==> config.mk <==
export PLATFORM = sky130hd
export DESIGN_NAME = ram_1r1w_arbiter
export DESIGN_NICKNAME = d
export VERILOG_FILES = /design/src/rtl/ram_1r1w_arbiter.sv
export SDC_FILE = /design/constraint.sdc
export NUM_CORES = 1
export LEC_CHECK = 0
export ABC_AREA = 1
export CAP_MARGIN = 20
export CORE_AREA = 2 2 104 106
export DETAILED_ROUTE_END_ITERATION = 10
export DIE_AREA = 0 0 106 108
export PLACE_DENSITY = 0.72
export SYNTH_ARGS = -nofsm -noshare
export SYNTH_HDL_FRONTEND = slang
export SYNTH_SLANG_ARGS = --single-unit
==> constraint.sdc <==
create_clock -name clk -period 4.7 [get_ports clk]
set_input_delay 0.47 -clock clk [delete_from_list [all_inputs] [get_ports clk]]
set_output_delay 0.47 -clock clk [all_outputs]
set_load 0.005 [all_outputs]
==> src/rtl/ram_1r1w_arbiter.sv <==
// rtl/ram_1r1w_arbiter.sv - round-robin read/write scheduler in front of a shared 1R1W RAM
module ram_1r1w_arbiter #(
    parameter int NRD     = 4,
    parameter int NWR     = 2,
    parameter int ADDR_W  = 11,
    parameter int DATA_W  = 32,
    parameter int LATENCY = 1
) (
    input  logic                  clk,
    input  logic                  rst,
    input  logic [NRD-1:0]        rd_req,
    input  logic [NRD*ADDR_W-1:0] rd_addr,
    output logic [NRD-1:0]        rd_gnt,
    output logic [NRD-1:0]        rd_vld,
    output logic [DATA_W-1:0]     rd_data,
    input  logic [NWR-1:0]        wr_req,
    input  logic [NWR*ADDR_W-1:0] wr_addr,
    input  logic [NWR*DATA_W-1:0] wr_din,
    output logic [NWR-1:0]        wr_gnt,
    output logic [ADDR_W-1:0]     r_addr,
    input  logic [DATA_W-1:0]     r_dout,
    output logic [ADDR_W-1:0]     w_addr,
    output logic [DATA_W-1:0]     w_din,
    output logic                  w_enb
);

    localparam int RPW = (NRD > 1) ? $clog2(NRD) : 1;
    localparam int WPW = (NWR > 1) ? $clog2(NWR) : 1;

    logic [RPW-1:0]    rd_ptr;
    logic [WPW-1:0]    wr_ptr;
    logic              stall_q;

    logic              rd_found;
    logic [RPW-1:0]    rd_cand;
    logic              wr_found;
    logic [WPW-1:0]    wr_cand;
    logic [ADDR_W-1:0] rd_cand_addr;
    logic [ADDR_W-1:0] wr_cand_addr;
    logic [DATA_W-1:0] wr_cand_din;
    logic              collision;
    logic              rd_take;
    logic              wr_take;

    logic [NRD-1:0]    vld_pipe [LATENCY];

    // Client index reached by stepping off slots upward from base, wrapping at n.
    function automatic int wrap_idx(input int base, input int off, input int n);
        int s;
        s = base + off;
        return (s >= n) ? s - n : s;
    endfunction

    // Read candidate: first requester at or above rd_ptr, with wrap-around.
    always_comb begin
        rd_found = 1'b0;
        rd_cand  = '0;
        for (int i = 0; i < NRD; i++) begin
            if (!rd_found && rd_req[wrap_idx(int'(rd_ptr), i, NRD)]) begin
                rd_found = 1'b1;
                rd_cand  = RPW'(wrap_idx(int'(rd_ptr), i, NRD));
            end
        end
    end

    // Write candidate: same rotating search over the write clients.
    always_comb begin
        wr_found = 1'b0;
        wr_cand  = '0;
        for (int i = 0; i < NWR; i++) begin
            if (!wr_found && wr_req[wrap_idx(int'(wr_ptr), i, NWR)]) begin
                wr_found = 1'b1;
                wr_cand  = WPW'(wrap_idx(int'(wr_ptr), i, NWR));
            end
        end
    end

    // Collision arbitration: the write goes first, the read follows one cycle later
    // so it sees the new data and is never held off for more than one cycle.
    always_comb begin
        rd_cand_addr = rd_addr[rd_cand*ADDR_W +: ADDR_W];
        wr_cand_addr = wr_addr[wr_cand*ADDR_W +: ADDR_W];
        wr_cand_din  = wr_din[wr_cand*DATA_W +: DATA_W];
        collision    = rd_found && wr_found && (rd_cand_addr == wr_cand_addr);
        rd_take      = rd_found && (!collision || stall_q);
        wr_take      = wr_found && (!collision || !stall_q);
    end

    // Grants and RAM port drive; everything idles to zero when nothing is granted.
    always_comb begin
        rd_gnt = '0;
        wr_gnt = '0;
        r_addr = '0;
        w_addr = '0;
        w_din  = '0;
        if (rd_take) begin
            rd_gnt = NRD'(1) << rd_cand;
            r_addr = rd_cand_addr;
        end
        if (wr_take) begin
            wr_gnt = NWR'(1) << wr_cand;
            w_addr = wr_cand_addr;
            w_din  = wr_cand_din;
        end
        w_enb = wr_take;
    end

    // Round-robin pointers advance past the granted client; stall flag arms on a fresh collision.
    always_ff @(posedge clk or negedge rst) begin
        if (!rst) begin
            rd_ptr  <= '0;
            wr_ptr  <= '0;
            stall_q <= 1'b0;
        end else begin
            if (rd_take) begin
                rd_ptr <= (rd_cand == RPW'(NRD - 1)) ? '0 : rd_cand + RPW'(1);
            end
            if (wr_take) begin
                wr_ptr <= (wr_cand == WPW'(NWR - 1)) ? '0 : wr_cand + WPW'(1);
            end
            stall_q <= collision && !stall_q;
        end
    end

    // Read-grant one-hot delayed by the RAM latency; reset drops responses in flight.
    always_ff @(posedge clk or negedge rst) begin
        if (!rst) begin
            for (int i = 0; i < LATENCY; i++) begin
                vld_pipe[i] <= '0;
            end
        end else begin
            vld_pipe[0] <= rd_gnt;
            for (int i = 1; i < LATENCY; i++) begin
                vld_pipe[i] <= vld_pipe[i-1];
            end
        end
    end

    assign rd_vld  = vld_pipe[LATENCY-1];
    assign rd_data = r_dout;

endmodule

Word level (Yosys, flattened, before mapping)

Index checks and enable logic that the tools add are counted.

Flip-flop bits (word level): 8
Input port bits: 170
Output and inout bits: 97
Word-level logic and storage cells: 97

Add/subtract/negate cells: 12
Multiply operators: 2
Order comparisons: 12
Eq/ne operators: 2
Shift operators: 5
Mux-type cells: 43
Reduce and logical (&&, ||, !) cells: 17

Operator list:

| operator            | number |
|---|---|
| $mux 32             | 7 |
| $lt 32x4->1 const B | 4 |
| $lt 32x3->1 const B | 2 |
| $shiftx 64x7->32    | 1 |
| $shiftx 44x7->11    | 1 |
| $mux 1              | 23 |
| $mux 11             | 2 |
| $shiftx 22x6->11    | 1 |
| $mux 2              | 6 |
| $sub 3x3->4 const B | 3 |
| $eq 11x11->1        | 1 |
| $ge 3x3->1 const B  | 3 |
| $logic_and 1x1->1   | 9 |
| $bmux 1 s2          | 4 |
| $add 2x2->3 const B | 2 |
| $logic_not 1->1     | 6 |
| $mul 2x4->6 const B | 1 |
| $mul 1x4->5 const B | 1 |
| $mux 4              | 1 |
| $shl 1x2->4 const A | 1 |
| $sub 2x3->4 const B | 1 |
| $add 2x1->3 const B | 1 |
| $ge 2x3->1 const B  | 1 |
| $sub 1x2->3 const B | 1 |
| other kinds (9)     | 10 |

Logic depth before layout (Yosys ltp)

Depth after elaboration: 23
Gate-level depth with buffers: 22
Depth with buffers taken out: 22

Worst setup path before layout

OpenSTA, ideal clock, no wires.

Path type: reg-to-output
Start: register rd_ptr[0]
End: output w_addr[1]
Arrival time: 2.279 ns
Required time: 4.230 ns
Setup slack: 1.951 ns
Stages on the path, launching flop included: 20
Buffers on the path: 3
Path through: dfrtp_1 > buf_4 > nand2_1 > nand3_1 > nand2_2 > nor2_1 > nor2_1 > nand2_2 > nand2_4 > buf_2 > o21ai_1 > nand2_1 > nand3_1 > nand2_1 > nand2_1 > nor2_1 > nand3_2 > nand2_4 > buf_6 > nor2_1

Cells in the longest elaborated chain, start to end: 23
Elaborated cells between the ends (all ways): 50
Those cells by class: 7 x add/sub; 1 x mul; 4 x order compare; 1 x eq/ne; 1 x shift; 25 x mux; 11 x reduce/logical

Ends and longest elaborated chain:

| what                                                                 | line | text |
|---|---|---|
| start: declaration                                                   | 30   | `logic [RPW-1:0] rd_ptr;` |
| start signal: assignment                                             | 116  | `rd_ptr <= (rd_cand == RPW'(NRD - 1)) ? '0 : rd_cand + RPW'(1);` |
| parallel branches: the longest is 18 deep, another holds $sub 3x3->4 | n/a  |  |
| $logic_and 1x1->1 *                                                  | 84   | `collision = rd_found && wr_found && (rd_cand_addr == wr_cand_addr);` |
| $logic_not 1->1 *                                                    | 86   | `wr_take = wr_found && (!collision \|\| !stall_q);` |
| $logic_or 1x1->1 *                                                   | 86   |  |
| $logic_and 1x1->1 *                                                  | 86   |  |
| $mux 11 *                                                            | 100  | `if (wr_take) begin` |
| end: declaration                                                     | 22   | `output logic [ADDR_W-1:0] w_addr,` |

Mark *: on every way between the ends. The select of a mux whose other input is x is not followed.

Worst setup path after layout

Start: input rd_req[3]
End: output w_din[25]

Cells in the longest elaborated chain, start to end: 21
Elaborated cells between the ends (all ways): 35
Those cells by class: 1 x mul; 1 x eq/ne; 1 x shift; 21 x mux; 11 x reduce/logical

Ends and longest elaborated chain:

| what                                      | line | text |
|---|---|---|
| start: declaration                        | 11   | `input logic [NRD-1:0] rd_req,` |
| $bmux 1 s2                                | 59   | `if (!rd_found && rd_req[wrap_idx(int'(rd_ptr), i, NRD)]) begin` |
| $mux 1 (implied by the code) (2 in a row) | 59   |  |
| $mux 1                                    | 59   |  |
| $logic_not 1->1                           | 59   |  |
| $logic_and 1x1->1                         | 59   |  |
| $mux 1                                    | 59   |  |
| $logic_not 1->1                           | 59   |  |
| $logic_and 1x1->1                         | 59   |  |
| (+4 left out)                             | n/a  |  |
| $mul 2x4->6                               | 81   | `rd_cand_addr = rd_addr[rd_cand*ADDR_W +: ADDR_W];` |
| $shiftx 44x7->11                          | 81   |  |
| $eq 11x11->1                              | 84   |  |
| $logic_and 1x1->1 *                       | 84   |  |
| $logic_not 1->1 *                         | 86   |  |
| $logic_or 1x1->1 *                        | 86   |  |
| $logic_and 1x1->1 *                       | 86   |  |
| $mux 32 *                                 | 100  |  |
| end: declaration                          | 23   | `output logic [DATA_W-1:0] w_din,` |

Every way passes the cells marked *; elsewhere a longest branch is shown, timed or not. The select of a mux whose other input is x is not followed.

==> run metrics <==
setup TNS 0 ns; Max-Cap Viols 0; vias in the first global route 3446; Routed Wire Length between 10000 and 15000 um; power per cell area 579 nW/um^2; Placeable Area ~10000 um^2; routed vias between 3000 and 4000; # fillers 1072; fin crit share 0.924; post-CTS setup buffers 0; area grow syn2layout 74.4%; CP required ~4.2 ns; commonest non-fill, non-tap cells in the layout clkdlybuf4s50_1, nand2_1, nor2_1; Final ANT Viol Nets 0; area post-placement 4430 um^2; fin cells around 760; Routed WL per cell 14.7 um; Max H-tree Level 1; RSZ-0062 raised after global routing false; Tmin final around 4.3 ns; post-DP HPWL about 9200 um; vias per cell 4.48; Crit path top cell by count nand2_1; Avg Cell Area, Syn approximately 5.5 um^2; # IOs roughly 270; Synth Instances 468; slowest stage cell, crit path clkdlybuf4s50_1; Max VDD drop approximately 0.32 mV; n_diodes 0; Die Wd between 100 and 150 um; die height about 110 um; status finished clean; Initial Util 0.251; skew final 0.00421 ns; CP max stage delay 0.48 ns; Worst-Margin Slew 0.701 ns; Worst-Skew Late Latency around 0.23 ns; IO Port Bufs between 200 and 250; pre-CTS WS ~0.39 ns; initial antenna violation count 0; multi-input combinational cell area approximately 1700 um^2; Post-Syn Area 2570 um^2; register area share after synthesis 0.0780; Design Area, Final 4470 um^2; pin count of the biggest net entering global routing 46; CTS tree done; Clock Path Buffers 2; Iteration-0 DRC Markers 110; setup violators final 0; startpoint types primary input; Final Wtd Congestion 0.846; Inst Count DP 760; layout cells sized above 1 0.0463; Nets approximately 800; post-CTS sizing 0; yosys warns 0; Reg clk slew, reported paths around 0.040 ns; # rows 37; CTS root buffer clkbuf_8; Max Fclk between 200 and 250 MHz; post-synthesis net count ~640; first-pass GRT wire length between 15000 and 20000 um; drt pass-1 iters 6; CTS buffer count 3; storage element area between 200 and 250 um^2; die footprint 11400 um^2; worst setup margin approximately 0.36 ns; LEAKAGE 0.00225 uW; Synth cell types 27; #FFs+latches synth 8; overall power 2590 uW; critical path arrival between 3 and 4 ns; CP Max Fanout 45; relative slew slack 0.531; CTS sink count 8; final hold violation count 0; worst-path cell chain clkdlybuf4s50_1 -> inv_1 -> nand2_1 -> nand3_1 -> nand2_2 -> nor2_4 -> nand2_1 -> nand3_1 -> nand2_2 -> clkinv_2 -> nand2_1 -> nand2_1 -> nand2_1 -> nand2_1 -> nor2_1 -> nand2_1 -> nor2_2 -> nand3_2 -> nand2_4 -> nor2_1 -> clkdlybuf4s50_1; commonest non-fill, non-tap cell in the layout clkdlybuf4s50_1; Hold Path Class in -> async; fin. max-slew vios 0; Worst Path Class, Setup in -> out; drc violations 0; Worst setup EP type primary output; grt ovf 0; GRT Overall Usage 0.187; Hold-fix buffers, CTS 0
[flip-flops by register name, indices dropped and copies added (netlist names)]
signal   flops
stall_q      1
wr_ptr       1
rd_ptr       2
rd_vld       4
[per-stage QoR]
step / util / hold WS [ns]
after floorplan: - / 0.174
after global placement: 0.433 / 0.536
after detailed placement: 0.433 / 0.533
after CTS: 0.437 / 0.550
after global routing: 0.437 / 0.568
final: 0.437 / 0.536
[report_power, final]
group / internal, uW / switching (uW) / total [uW]
Sequential: 97.5 / 26.6 / 124
Clock: 55.6 / 28.7 / 84.3
Combinational: 1060 / 1330 / 2380
[cell type report]
type	count	area share
sequential	8	0.0447
inverter	68	0.0573
tap	136	0.0380
timing repair buffer	210	0.465
multi-input combinational	338	0.385
clock buffer	3	0.00923
[synth_stat cells (all sizes together)]
library cell	instances	area, um^2
a21oi	1	5.00
a31oi	1	6.26
buf	49	378
clkbuf	5	18.8
clkinv	1	5.00
dfrtp	8	200
ha	4	50.1
inv	67	251
mux2i	32	320
nand2	137	547
nand3	62	325
nand3b	10	75.1
nand4	1	6.26
nor2	71	277
o211ai	2	15.0
o21ai	16	80.1
or2	1	6.26
[routing by layer]
layer / GRT usage / vias up / wire, um
met4: 0.0508 / 0 / 196
met2: 0.341 / 146 / 5640
met5: 0 / - / 0
met3: 0.0350 / 20 / 790
li1: - / 1737 / -
met1: 0.225 / 1516 / 4570
[worst max-delay path: cells and delay by family]
kind,cells,cell delay (ns)
AND/OR/NAND/NOR,17,2.07
buffers and inverters,4,1.32
[kinds of logic after synthesis]
family | count (synthesis) | synth area share
flops | 8 | 0.0780
mux | 32 | 0.125
fa+ha+maj | 4 | 0.0195
simple gates | 282 | 0.482
compound gates | 20 | 0.0414
buf+inv | 122 | 0.255
[final timing paths]
kind | endpoint | start | slack [ns] | cells after the start
worst max-delay path | w_din[25] | rd_req[3] | 0.36 | 21
worst min-delay path | wr_ptr | rst | 0.54 | 1
min in group clk | wr_ptr | wr_ptr | 0.56 | 2
worst min register to register | wr_ptr | wr_ptr | 0.56 | 2
worst max register to register | wr_ptr | rd_ptr[0] | 1.45 | 20
max in group asynchronous | rd_vld[3] | rst | 3.88 | 1
Note: power is estimated with default switching activity, not from simulation.
